File: src/rtl/lcd_chess_display_if.sv
// LCD pin bundle and sequencer status for the chess-clock display.
// The sequencer drives it (master); the panel/bench observes it (slave).
interface lcd_chess_display_if;
   logic [8:0] lcd_data;
   logic       lcd_en;
   logic       busy;
   logic       frame_done;

   modport master (
      output lcd_data,
      output lcd_en,
      output busy,
      output frame_done
   );

   modport slave (
      input lcd_data,
      input lcd_en,
      input busy,
      input frame_done
   );
endinterface

File: src/rtl/lcd_chess_display.sv
// HD44780 8-bit sequencer: timed init, then two-line frames
// (player A / player B) built from per-frame digit snapshots.
module lcd_chess_display #(
   parameter int TICK_DIV    = 50000,
   parameter int EN_HIGH     = 25,
   parameter int DIGITS      = 4,
   parameter int INIT_WAIT   = 20,
   parameter int CLEAR_SLOTS = 2,
   parameter bit AUTO        = 1'b1
) (
   input  logic                clk,
   input  logic                reset,
   input  logic                jugador,
   input  logic [4*DIGITS-1:0] digits_a,
   input  logic [4*DIGITS-1:0] digits_b,
   input  logic                refresh,
   lcd_chess_display_if.master lcd
);

   localparam int TW = (TICK_DIV > 1) ? $clog2(TICK_DIV) : 1;
   localparam int NW = DIGITS + 5;

   typedef enum logic [2:0] {
      S_WAIT,
      S_INIT,
      S_IDLE,
      S_LINE1,
      S_LINE2
   } state_t;

   state_t              r_state;
   logic [TW-1:0]       r_tick;
   logic [15:0]         r_cnt;
   logic [3:0]          r_idx;
   logic                r_wr;
   logic [8:0]          r_data;
   logic                r_en;
   logic                r_busy;
   logic                r_done;
   logic                r_pend;
   logic [4*DIGITS-1:0] r_snap_a;
   logic [4*DIGITS-1:0] r_snap_b;
   logic                r_snap_j;

   logic                w_bnd;
   logic                w_start;
   logic [8:0]          w_cmd;
   logic [8:0]          w_char;
   logic [4*DIGITS-1:0] w_dsel;
   logic                w_line2;
   logic                w_mark;
   logic                w_colon;
   logic [3:0]          w_pos;
   logic [3:0]          w_dig;
   logic [3:0]          w_rev;
   logic [3:0]          w_nib;

   assign w_bnd   = (r_tick == TW'(TICK_DIV - 1));
   assign w_start = AUTO || r_pend || refresh;

   // Init command table, indexed by the next command to issue.
   always_comb begin
      w_cmd = 9'h001;
      unique case (r_idx)
         4'd0:    w_cmd = 9'h038;
         4'd1:    w_cmd = 9'h00C;
         4'd2:    w_cmd = 9'h006;
         default: w_cmd = 9'h001;
      endcase
   end

   // Character for line position r_idx, taken from the frame snapshot.
   always_comb begin
      w_line2 = (r_state == S_LINE2);
      w_dsel  = w_line2 ? r_snap_b : r_snap_a;
      w_mark  = w_line2 ? r_snap_j : !r_snap_j;
      w_pos   = r_idx - 4'd4;
      w_colon = (r_idx == 4'(DIGITS + 2));
      w_dig   = (w_pos < 4'(DIGITS - 2)) ? w_pos : w_pos - 4'd1;
      w_rev   = 4'(DIGITS - 1) - w_dig;
      w_nib   = 4'h0;
      for (int k = 0; k < DIGITS; k++)
         if (w_rev == 4'(k))
            w_nib = w_dsel[4*k +: 4];
      w_char = 9'h120;
      unique case (1'b1)
         (r_idx == 4'd0): w_char = w_line2 ? 9'h0C0 : 9'h080;
         (r_idx == 4'd1): w_char = w_line2 ? 9'h142 : 9'h141;
         (r_idx == 4'd2): w_char = w_mark ? 9'h12A : 9'h120;
         (r_idx == 4'd3): w_char = 9'h120;
         w_colon:         w_char = 9'h13A;
         default:         w_char = (w_nib <= 4'd9) ? {5'b1_0011, w_nib} : 9'h12D;
      endcase
   end

   // Slot timer, enable strobe and the init/frame sequencer.
   always_ff @(posedge clk or negedge reset) begin
      if (!reset) begin
         r_state  <= S_WAIT;
         r_tick   <= '0;
         r_cnt    <= '0;
         r_idx    <= '0;
         r_wr     <= 1'b0;
         r_data   <= 9'h000;
         r_en     <= 1'b0;
         r_busy   <= 1'b1;
         r_done   <= 1'b0;
         r_pend   <= 1'b0;
         r_snap_a <= '0;
         r_snap_b <= '0;
         r_snap_j <= 1'b0;
      end else begin
         r_done <= 1'b0;
         r_tick <= w_bnd ? '0 : r_tick + TW'(1);
         r_en   <= r_wr && !w_bnd && (r_tick < TW'(EN_HIGH));
         if (refresh && !AUTO)
            r_pend <= 1'b1;
         if (w_bnd) begin
            r_wr <= 1'b0;
            unique case (r_state)
               S_WAIT: begin
                  if (r_cnt + 16'd1 >= 16'(INIT_WAIT)) begin
                     r_data  <= w_cmd;
                     r_wr    <= 1'b1;
                     r_idx   <= 4'd1;
                     r_cnt   <= '0;
                     r_state <= S_INIT;
                  end else begin
                     r_cnt <= r_cnt + 16'd1;
                  end
               end
               S_INIT: begin
                  if (r_idx != 4'd4) begin
                     r_data <= w_cmd;
                     r_wr   <= 1'b1;
                     r_idx  <= r_idx + 4'd1;
                  end else if (r_cnt == 16'(CLEAR_SLOTS)) begin
                     r_cnt   <= '0;
                     r_idx   <= '0;
                     r_busy  <= 1'b0;
                     r_state <= S_IDLE;
                  end else begin
                     r_cnt <= r_cnt + 16'd1;
                  end
               end
               S_IDLE: begin
                  if (w_start) begin
                     r_snap_a <= digits_a;
                     r_snap_b <= digits_b;
                     r_snap_j <= jugador;
                     r_pend   <= 1'b0;
                     r_busy   <= 1'b1;
                     r_data   <= 9'h080;
                     r_wr     <= 1'b1;
                     r_idx    <= 4'd1;
                     r_state  <= S_LINE1;
                  end
               end
               S_LINE1: begin
                  r_wr <= 1'b1;
                  if (r_idx != 4'(NW)) begin
                     r_data <= w_char;
                     r_idx  <= r_idx + 4'd1;
                  end else begin
                     r_data  <= 9'h0C0;
                     r_idx   <= 4'd1;
                     r_state <= S_LINE2;
                  end
               end
               S_LINE2: begin
                  if (r_idx != 4'(NW)) begin
                     r_data <= w_char;
                     r_wr   <= 1'b1;
                     r_idx  <= r_idx + 4'd1;
                  end else begin
                     r_done  <= 1'b1;
                     r_busy  <= 1'b0;
                     r_idx   <= '0;
                     r_state <= S_IDLE;
                  end
               end
               default: r_state <= S_WAIT;
            endcase
         end
      end
   end

   assign lcd.lcd_data   = r_data;
   assign lcd.lcd_en     = r_en;
   assign lcd.busy       = r_busy;
   assign lcd.frame_done = r_done;

endmodule
File: src/flat_wrapper.sv
// flat-port wrapper written by rule: the top's interface ports become plain ports
module lcd_chess_display_flat 
#(
   parameter int TICK_DIV    = 50000,
   parameter int EN_HIGH     = 25,
   parameter int DIGITS      = 4,
   parameter int INIT_WAIT   = 20,
   parameter int CLEAR_SLOTS = 2,
   parameter bit AUTO        = 1'b1
)
  (clk, reset, jugador, digits_a, digits_b, refresh, lcd_lcd_data, lcd_lcd_en, lcd_busy, lcd_frame_done);
  lcd_chess_display_if lcd_i ();
  input  logic clk;
  input  logic reset;
  input  logic jugador;
  input  logic [4*DIGITS-1:0] digits_a;
  input  logic [4*DIGITS-1:0] digits_b;
  input  logic refresh;
  output wire logic [$bits(lcd_i.lcd_data)-1:0] lcd_lcd_data;
  output wire logic [$bits(lcd_i.lcd_en)-1:0] lcd_lcd_en;
  output wire logic [$bits(lcd_i.busy)-1:0] lcd_busy;
  output wire logic [$bits(lcd_i.frame_done)-1:0] lcd_frame_done;
  assign lcd_lcd_data = lcd_i.lcd_data;
  assign lcd_lcd_en = lcd_i.lcd_en;
  assign lcd_busy = lcd_i.busy;
  assign lcd_frame_done = lcd_i.frame_done;
  lcd_chess_display #(.TICK_DIV(TICK_DIV), .EN_HIGH(EN_HIGH), .DIGITS(DIGITS), .INIT_WAIT(INIT_WAIT), .CLEAR_SLOTS(CLEAR_SLOTS), .AUTO(AUTO)) u_core (.clk(clk), .reset(reset), .jugador(jugador), .digits_a(digits_a), .digits_b(digits_b), .refresh(refresh), .lcd(lcd_i));
endmodule
File: config.mk
export PLATFORM = sky130hd
export DESIGN_NAME = lcd_chess_display_flat
export DESIGN_NICKNAME = d
export VERILOG_FILES = /design/src/rtl/lcd_chess_display_if.sv /design/src/rtl/lcd_chess_display.sv /design/src/flat_wrapper.sv
export SDC_FILE = /design/constraint.sdc
export NUM_CORES = 1
export LEC_CHECK = 0
export CAP_MARGIN = 10
export CORE_MARGIN = 2
export CORE_UTILIZATION = 40
export DETAILED_ROUTE_END_ITERATION = 8
export PLACE_DENSITY_LB_ADDON = 0.12
export SETUP_SLACK_MARGIN = 0.3
export SLEW_MARGIN = 10
export SYNTH_ARGS = -nofsm -noshare
export SYNTH_HDL_FRONTEND = slang
export SYNTH_SLANG_ARGS = --single-unit
export TNS_END_PERCENT = 20
File: constraint.sdc
create_clock -name clk -period 2.6 [get_ports clk]
set_input_delay 0.26 -clock clk [delete_from_list [all_inputs] [get_ports clk]]
set_output_delay 0.26 -clock clk [all_outputs]
set_load 0.03 [all_outputs]
==> Flow_metrics.wiki, run 1 <==
{| class="wikitable"
! Metric !! Value
|-
| Result of the run || completed
|-
| Ant diodes || 0
|-
| Power density normalized to cell area || 416 nW/um2
|-
| Post-layout net count || 656
|-
| Number of antenna violations at the first check in global routing || 0
|-
| Warnings from Yosys || 0
|-
| Internal power of the cells || 2.17 mW
|-
| Max-capacitance violation count || 0
|-
| Register bit count reported by yosys || 85
|-
| Logic depth of the worst path, buffers included || 11
|-
| Period utilization || 0.989
|-
| Fraction of power consumed by combinational cells || 0.043
|-
| Die outline height || 115 um
|-
| Final setup violation count || 0
|-
| R2R cell count || 11
|-
| Wire length of the first global-routing pass || 19500 um
|-
| Clk network pwr share || 0.465
|-
| Worst reg2reg path startpoint || u_core.r_cnt[1]$_DFFE_PN0P_
|-
| Maximum clock frequency || 389 MHz
|-
| Static leakage || 2.86 nW
|-
| Layout cell share with drive strength beyond 1 || 0.314
|-
| Horiz. Die Dim || roughly 110 um
|-
| Average wire per cell in the routed design || 15.9 um
|-
| Switching power total || approximately 600 uW
|-
| Die area || 13200 um2
|-
| Worst-path cell with the longest stage delay || sky130_fd_sc_hd__or4b_4
|-
| Max-slew violation count || 0
|-
| Most instantiated flip-flop cell in the synthesis netlist || sky130_fd_sc_hd__dfrtp_1
|-
| Number of flops mapped to enable cells by yosys || 0
|-
| Req. time, crit path || around 2.9 ns
|-
| Via total after detailed routing || 4151
|-
| Maximum number of pins on one net before global-route repair || 34
|-
| Top fanout value on the critical path || 5
|-
| Number of levels the H-tree was split into || 3
|-
| Initial detailed-routing violation count || approximately 250
|-
| HPWL reported at the end of detailed placement || 8490 um
|-
| Most prevalent standard cell on the critical path || sky130_fd_sc_hd__buf_6
|-
| Effective utilization at floorplan || 0.408
|-
| Worst reg2reg endpoint || u_core.r_idx[2]$_DFFE_PN0P_
|-
| Worst Skew || 0.00767 ns
|-
| Antenna viol nets, final || 0
|-
| Avg Inst Size Synth || 9.79 um2
|-
| Cell Count, Final, Fillers Out || roughly 760
|-
| Cells along the critical path || buf_4 -> nand3_1 -> buf_6 -> nor4_4 -> xnor2_1 -> o2111a_2 -> buf_6 -> nand4_1 -> o211ai_2 -> or4b_4 -> nand2_2
|-
| Critical path arrival || 2.85 ns
|-
| Number of CTS-inserted buffers || 9
|-
| Vias in the first global route || 3978
|-
| Switching part of the total power || 0.217
|-
| Area of the core region || 12000 um2
|-
| Class of the worst hold path || input port to asynchronous set/reset pin
|-
| Number of iterations in the first detailed-routing pass || 5
|-
| IO Count || 48
|-
| Insertion delay of the later-clocked pin in the worst-skew pair || around 0.35 ns
|-
| Crit start category || flip-flop
|-
| Floorplan row count || 40
|-
| TritonCTS clock tree || built
|-
| Relative slew margins || 0.700
|-
| Layout area overhead || 35.6%
|-
| Total instance count after detailed placement || 721
|-
| Sink count of the clock tree || 85
|-
| Total congestion overflow || 0
|-
| CP Buf/Inv Count || 3
|-
| Cell area after synthesis || around 4900 um2
|-
| Sequential cell area fraction in the yosys report || 0.434
|-
| Post-synthesis net count || 550
|-
| Count of endpoints failing hold in the final timing report || 0
|-
| Cell variety after synth || 65
|-
| Worst reg-to-reg setup slack || ~0.029 ns
|-
| Instance count of the mapped netlist || 501
|-
| Endpoint kind of the worst setup timing path || flip-flop
|-
| Maximum count of clock buffers along a single path || 2
|-
| Total Routed Length || between 10000 and 15000 um
|-
| DRC Markers || 0
|-
| Slew @ Worst Pin || 0.446 ns
|-
| Number of vias per cell after detailed routing || 5.47
|-
| Clk pin slew, worst setup/hold paths || 0.06 ns
|-
| Placed Area || 5890 um2
|-
| Peak supply drop || 0.000292 V
|-
| Non-Filler Cell Area, Final || 6650 um2
|-
| Setup repair after global routing missed its margin || true
|-
| Proportion of register bits with asynchronous set or reset after synthesis || 1.00
|-
| Fill cell total of the finished layout || 1078
|-
| All-layer global routing usage || 0.188
|-
| GPL Wtd Cong || 0.859
|-
| Crit path kind || flip-flop to flip-flop
|-
| Maximum single-stage delay on the critical path || 0.58 ns
|-
| Setup crit start || u_core.r_cnt[1]$_DFFE_PN0P_
|-
| Number of buffers added on ports || 46
|-
| Post-layout min period || ~2.6 ns
|-
| Family with the most delay on the worst path || simple AND/OR/NAND/NOR gates
|-
| Sequential power share || 0.492
|-
| Root buffer cell || sky130_fd_sc_hd__clkbuf_16
|}
-- how the worst max path moves through the flow --
stage | to | slack (ns)
floorplan | u_core.r_cnt[8]$_DFFE_PN0P_ | 0.21
global route | u_core.r_idx[0]$_DFFE_PN0P_ | -0.09
global placement | u_core.r_idx[1]$_DFFE_PN0P_ | 0.05
CTS | u_core.lcd.lcd_data[0]$_DFFE_PN0P_ | 0.04
detailed placement | u_core.lcd.lcd_data[8]$_DFFE_PN0P_ | 0.02
finish | u_core.r_idx[2]$_DFFE_PN0P_ | 0.03
-- cell usage in the layout (no fill, tap or decap), types with 8 or more instances in the layout --
cell and n:
sky130_fd_sc_hd__dfrtp_2 15, sky130_fd_sc_hd__nand4_1 12, sky130_fd_sc_hd__o21ai_0 39, sky130_fd_sc_hd__inv_1 16, sky130_fd_sc_hd__nand2_1 48, sky130_fd_sc_hd__mux2i_1 11, sky130_fd_sc_hd__a21oi_1 15, sky130_fd_sc_hd__mux2_2 34
sky130_fd_sc_hd__xor2_1 9, sky130_fd_sc_hd__buf_6 8, sky130_fd_sc_hd__clkbuf_16 10, sky130_fd_sc_hd__a31oi_1 9, sky130_fd_sc_hd__buf_4 64, sky130_fd_sc_hd__ha_1 11, sky130_fd_sc_hd__dfrtp_1 69, sky130_fd_sc_hd__nor2_1 35
sky130_fd_sc_hd__nand3_1 23, sky130_fd_sc_hd__clkdlybuf4s50_1 45
-- area by class of cell --
cell class	instances	area (um2)	share of cell area
multi-input combinational	374	2870	0.432
clock buffer	10	229	0.0344
timing repair buffer	121	1100	0.165
sequential	85	2150	0.323
tap	147	184	0.0277
inverter	16	60.1	0.00903
clock inverter	6	63.8	0.00960
-- metrics by stage --
step	worst slack, ns	setup TNS [ns]	util	power, mW	hold slack, ns
finish	0.0287	0	0.554	2.77	0.399
detailed placement	0.0191	0	0.491	1.51	0.239
global placement	0.0496	0	0.491	1.50	0.223
global route	-0.0869	-0.779	0.554	2.88	0.441
CTS	0.0350	0	0.523	2.81	0.407
floorplan	0.205	0	-	1.42	-0.0356
-- power by group through the flow --
stage	Sequential, mW	Clock [mW]	Combinational, mW
3_5_place_dp	1.39	0	0.122
2_1_floorplan	1.38	0	0.0348
4_1_cts	1.36	1.33	0.124
3_3_place_gp	1.39	0	0.119
6_report	1.36	1.29	0.120
5_1_grt	1.36	1.38	0.134
-- cells by family (layout without fill, tap and decap cells) --
kind of cell,after synthesis,count (layout),synth area share
AO/OA/AOI/OAI,114,114,0.155
XOR/XNOR,17,17,0.0319
adder cells (fa/ha/maj),13,13,0.0332
buffers and inverters,42,153,0.0375
multiplexers,49,49,0.117
flip-flops,85,85,0.434
AND/OR/NAND/NOR,181,181,0.192
-- worst reg2reg max path, stage by stage (launching register included) --
cell and delay (ns):
sky130_fd_sc_hd__dfrtp_2 0.39, sky130_fd_sc_hd__buf_4 0.12, sky130_fd_sc_hd__nand3_1 0.08, sky130_fd_sc_hd__buf_6 0.15, sky130_fd_sc_hd__nor4_4 0.31, sky130_fd_sc_hd__xnor2_1 0.13, sky130_fd_sc_hd__o2111a_2 0.19, sky130_fd_sc_hd__buf_6 0.12
sky130_fd_sc_hd__nand4_1 0.15, sky130_fd_sc_hd__o211ai_2 0.20, sky130_fd_sc_hd__or4b_4 0.58, sky130_fd_sc_hd__nand2_2 0.09
-- synth_stat cells, types with 6 or more instances --
library cell | instances | area (um2)
sky130_fd_sc_hd__a21oi_1 | 16 | 80.1
sky130_fd_sc_hd__a22oi_1 | 7 | 52.6
sky130_fd_sc_hd__a31oi_1 | 9 | 56.3
sky130_fd_sc_hd__and3_1 | 7 | 43.8
sky130_fd_sc_hd__buf_2 | 9 | 45.0
sky130_fd_sc_hd__clkbuf_1 | 14 | 52.6
sky130_fd_sc_hd__dfrtp_1 | 84 | 2100
sky130_fd_sc_hd__ha_1 | 13 | 163
sky130_fd_sc_hd__inv_1 | 16 | 60.1
sky130_fd_sc_hd__mux2_2 | 35 | 394
sky130_fd_sc_hd__mux2i_1 | 11 | 110
sky130_fd_sc_hd__nand2_1 | 49 | 184
sky130_fd_sc_hd__nand2b_1 | 7 | 43.8
sky130_fd_sc_hd__nand3_1 | 24 | 120
sky130_fd_sc_hd__nand4_1 | 12 | 75.1
sky130_fd_sc_hd__nor2_1 | 41 | 154
sky130_fd_sc_hd__nor2b_1 | 7 | 43.8
sky130_fd_sc_hd__nor3_1 | 6 | 30.0
sky130_fd_sc_hd__o21ai_0 | 45 | 225
sky130_fd_sc_hd__o31ai_1 | 9 | 67.6
sky130_fd_sc_hd__xnor2_1 | 7 | 61.3
sky130_fd_sc_hd__xor2_1 | 9 | 78.8
-- per-layer routing --
layer / GRT usage / vias up / wire length, um
met4: 0.0876 / 0 / 291
met2: 0.275 / 104 / 5460
met5: 0 / - / 0
met3: 0.0374 / 24 / 581
li1: - / 2035 / -
met1: 0.269 / 1988 / 5720
-- state kept, by name (all words and copies together) (netlist names) --
name	cells
u_core.lcd.busy	1
u_core.lcd.frame_done	1
u_core.lcd.lcd_data	9
u_core.lcd.lcd_en	1
u_core.r_cnt	16
u_core.r_idx	4
u_core.r_snap_a	16
u_core.r_snap_b	16
u_core.r_snap_j	1
u_core.r_state	3
u_core.r_tick	16
u_core.r_wr	1
-- what timing repair did --
action,CTS,global route
hold endpoints to repair,30,0
gates resized for setup,11,56
hold buffers,1,0
cloned,0,1
pin swaps,7,14
setup endpoints to repair,31,67
setup buffers,5,15
(Power assumes the default switching activity.)
==> inputs of run 2 (changes only) <==
--- a/config.mk
+++ b/config.mk
@@ -6,8 +6,10 @@
 export NUM_CORES = 1
 export LEC_CHECK = 0
 export CAP_MARGIN = 10
+export CELL_PAD_IN_SITES_DETAIL_PLACEMENT = 2
+export CELL_PAD_IN_SITES_GLOBAL_PLACEMENT = 2
 export CORE_MARGIN = 2
-export CORE_UTILIZATION = 40
+export CORE_UTILIZATION = 33
 export DETAILED_ROUTE_END_ITERATION = 8
 export PLACE_DENSITY_LB_ADDON = 0.12
 export SETUP_SLACK_MARGIN = 0.3
==> Flow_metrics.wiki, run 2 (synthesized netlist as in run 1, its figures left out) <==
{| class="wikitable"
! Metric !! Value
|-
| Floorplan row count || 44 (was 40)
|-
| Clk pin slew, worst setup/hold paths || 0.07 ns (was 0.06 ns)
|-
| Max-slew violation count || 0 (unchanged)
|-
| Placed Area || 5990 um2 (was 5890 um2)
|-
| Antenna viol nets, final || 0 (unchanged)
|-
| Average wire per cell in the routed design || 19.7 um (was 15.9 um)
|-
| Maximum count of clock buffers along a single path || 2 (unchanged)
|-
| Cell Count, Final, Fillers Out || 793 (was 759)
|-
| Total instance count after detailed placement || 761 (was 721)
|-
| Crit path kind || flip-flop to flip-flop (unchanged)
|-
| Critical path arrival || 2.75 ns (was 2.85 ns)
|-
| Root buffer cell || sky130_fd_sc_hd__clkbuf_16 (unchanged)
|-
| All-layer global routing usage || 0.202 (was 0.188)
|-
| Peak supply drop || 0.000306 V (was 0.000292 V)
|-
| Met2 Track Usage GR || 0.363 (was 0.275)
|-
| Die area || 15900 um2 (was 13200 um2)
|-
| Initial detailed-routing violation count || 174 (was 245)
|-
| Number of iterations in the first detailed-routing pass || 4 (was 5)
|-
| Maximum clock frequency || 398 MHz (was 389 MHz)
|-
| Worst Setup Slack, final || 0.0873 ns (was 0.0287 ns)
|-
| DRC Markers || 0 (unchanged)
|-
| Static leakage || 2.88 nW (was 2.86 nW)
|-
| Sink count of the clock tree || 85 (unchanged)
|-
| Post-layout min period || 2.51 ns (was 2.57 ns)
|-
| Effective utilization at floorplan || 0.337 (was 0.408)
|-
| Number of buffers added on ports || 46 (unchanged)
|-
| Horiz. Die Dim || 126 um (was 115 um)
|-
| GRT busiest layer || met2 (unchanged)
|-
| Setup repair after global routing missed its margin || true (unchanged)
|-
| Worst-case setup slack after placement || -0.182 ns (was 0.0191 ns)
|-
| Layout area overhead || 36.8% (was 35.6%)
|-
| Class of the worst hold path || flip-flop to flip-flop (was input port to asynchronous set/reset pin)
|-
| Top fanout value on the critical path || 18 (was 5)
|-
| Wire length of the first global-routing pass || 25400 um (was 19500 um)
|-
| Most frequent cells in the layout || sky130_fd_sc_hd__dfrtp_1 (77), sky130_fd_sc_hd__buf_4 (59), sky130_fd_sc_hd__nand2_1 (46) (was sky130_fd_sc_hd__dfrtp_1 (69), sky130_fd_sc_hd__buf_4 (64), sky130_fd_sc_hd__nand2_1 (48))
|-
| Via total after detailed routing || 4243 (was 4151)
|-
| Core utilization of the finished layout || 0.462 (was 0.554)
|-
| Most common cell after layout, fill and taps aside || sky130_fd_sc_hd__dfrtp_1 (unchanged)
|-
| Max-capacitance violation count || 0 (unchanged)
|-
| Final total negative setup slack || 0 ns (unchanged)
|-
| Non-Filler Cell Area, Final || 6710 um2 (was 6650 um2)
|-
| Slew @ Worst Pin || 0.730 ns (was 0.446 ns)
|-
| Number of levels the H-tree was split into || 3 (unchanged)
|-
| Worst Skew || 0.00550 ns (was 0.00767 ns)
|-
| Total congestion overflow || 0 (unchanged)
|-
| Number of antenna violations at the first check in global routing || 0 (unchanged)
|-
| GR Layer Usage met1 || 0.248 (was 0.269)
|-
| HPWL reported at the end of detailed placement || 11200 um (was 8490 um)
|-
| Die outline height || 126 um (was 115 um)
|-
| Vias in the first global route || 4734 (was 3978)
|-
| Result of the run || completed (unchanged)
|-
| Count of endpoints failing hold in the final timing report || 0 (unchanged)
|-
| Number of CTS-inserted buffers || 9 (unchanged)
|-
| Area of the core region || 14500 um2 (was 12000 um2)
|-
| Crit start category || flip-flop (unchanged)
|-
| Post-layout net count || 654 (was 656)
|-
| Ant diodes || 0 (unchanged)
|-
| M3 GR Usage || 0.0276 (was 0.0374)
|-
| Insertion delay of the later-clocked pin in the worst-skew pair || 0.35 ns (about the same)
|-
| Total power of the final layout || 2.80 mW (was 2.77 mW)
|-
| Period utilization || 0.966 (was 0.989)
|-
| Layout cell share with drive strength beyond 1 || 0.305 (was 0.314)
|-
| Endpoint kind of the worst setup timing path || flip-flop (unchanged)
|-
| Relative slew margins || 0.513 (was 0.700)
|-
| Req. time, crit path || 2.83 ns (was 2.88 ns)
|-
| Maximum number of pins on one net before global-route repair || 53 (was 34)
|-
| GPL Wtd Cong || 0.826 (was 0.859)
|-
| IO Count || 48 (unchanged)
|-
| Worst Hold Slack || 0.492 ns (was 0.399 ns)
|-
| Power density normalized to cell area || 418 nW/um2 (was 416 nW/um2)
|-
| TritonCTS clock tree || built (unchanged)
|-
| Total Routed Length || 15600 um (was 12000 um)
|-
| Number of vias per cell after detailed routing || 5.35 (was 5.47)
|-
| Final setup violation count || 0 (unchanged)
|}
==> run 2: changes by cell type in the layout (fill, tap and decap cells not counted), moves of 5 or more <==
cell	delta
sky130_fd_sc_hd__o21ai_0	-11
sky130_fd_sc_hd__o21ai_1	+9
sky130_fd_sc_hd__buf_4	-5
sky130_fd_sc_hd__dfrtp_2	-8
sky130_fd_sc_hd__dfrtp_1	+8
==> run 2: power by group <==
part | switching (mW) | total [mW] | internal [mW]
combinational | 0.0502 | 0.126 | 0.0758
clock | 0.570 | 1.31 | 0.744
sequential | 0.0144 | 1.36 | 1.35
==> run 2: worst max-delay path: stages, from the launching register on <==
cell and delay (ns):
sky130_fd_sc_hd__dfrtp_2 0.44, sky130_fd_sc_hd__ha_4 0.19, sky130_fd_sc_hd__and4_4 0.16, sky130_fd_sc_hd__a31o_4 0.22
sky130_fd_sc_hd__a2111oi_4 0.35, sky130_fd_sc_hd__o2111a_2 0.31, sky130_fd_sc_hd__nand4_1 0.17, sky130_fd_sc_hd__o211a_1 0.21
sky130_fd_sc_hd__buf_12 0.17, sky130_fd_sc_hd__o22a_1 0.19
==> run 2: final timing paths <==
path                                                         start                            endpoint  slack [ns]  cells past startpoint
worst min-delay path            u_core.lcd.lcd_data[3]$_DFFE_PN0P_  u_core.lcd.lcd_data[3]$_DFFE_PN0P_        0.49                      1
worst min register to register  u_core.lcd.lcd_data[3]$_DFFE_PN0P_  u_core.lcd.lcd_data[3]$_DFFE_PN0P_        0.49                      1
worst max-delay path                   u_core.r_cnt[1]$_DFFE_PN0P_  u_core.lcd.lcd_data[0]$_DFFE_PN0P_        0.09                      9
min in group asynchronous                                    reset  u_core.lcd.lcd_data[6]$_DFFE_PN0P_        0.52                      2
max in group asynchronous                                    reset         u_core.r_tick[12]$_DFF_PN0_        1.42                      3
worst max register to register         u_core.r_cnt[1]$_DFFE_PN0P_  u_core.lcd.lcd_data[0]$_DFFE_PN0P_        0.09                      9
==> run 2: routing by layer <==
metal	wire length (um)	vias up	part of all wire
met1	6740	2162	0.43
li1	-	2025	-
met4	290	0	0.019
met3	269	17	0.017
met2	8310	39	0.53
met5	0	-	0
==> run 2: final cells by class <==
type,instances,area [um2]
clock buffers,10,229
clock inverters,5,61.3
fillers,1503,7830
inverters,16,60.1
multi-input cells,374,2900
flip-flops and latches,85,2140
well taps,184,230
repair buffers,119,1090
==> run 2: what timing repair did <==
item                                   4_1_cts  5_1_grt
gates resized for setup                     42       40
buffers inserted                            12        4
endpoints found under the hold margin        5        0
pin swaps                                    7       11
hold buffers                                 1        0
setup endpoints to repair                   65       67
==> inputs of run 3 (changes only) <==
--- a/config.mk
+++ b/config.mk
@@ -10,6 +10,7 @@
 export CELL_PAD_IN_SITES_GLOBAL_PLACEMENT = 2
 export CORE_MARGIN = 2
 export CORE_UTILIZATION = 33
+export CTS_CLUSTER_SIZE = 25
 export DETAILED_ROUTE_END_ITERATION = 8
 export PLACE_DENSITY_LB_ADDON = 0.12
 export SETUP_SLACK_MARGIN = 0.3
==> results of run 3 <==
Final layout, timing and power as in run 2 (identical DEF).
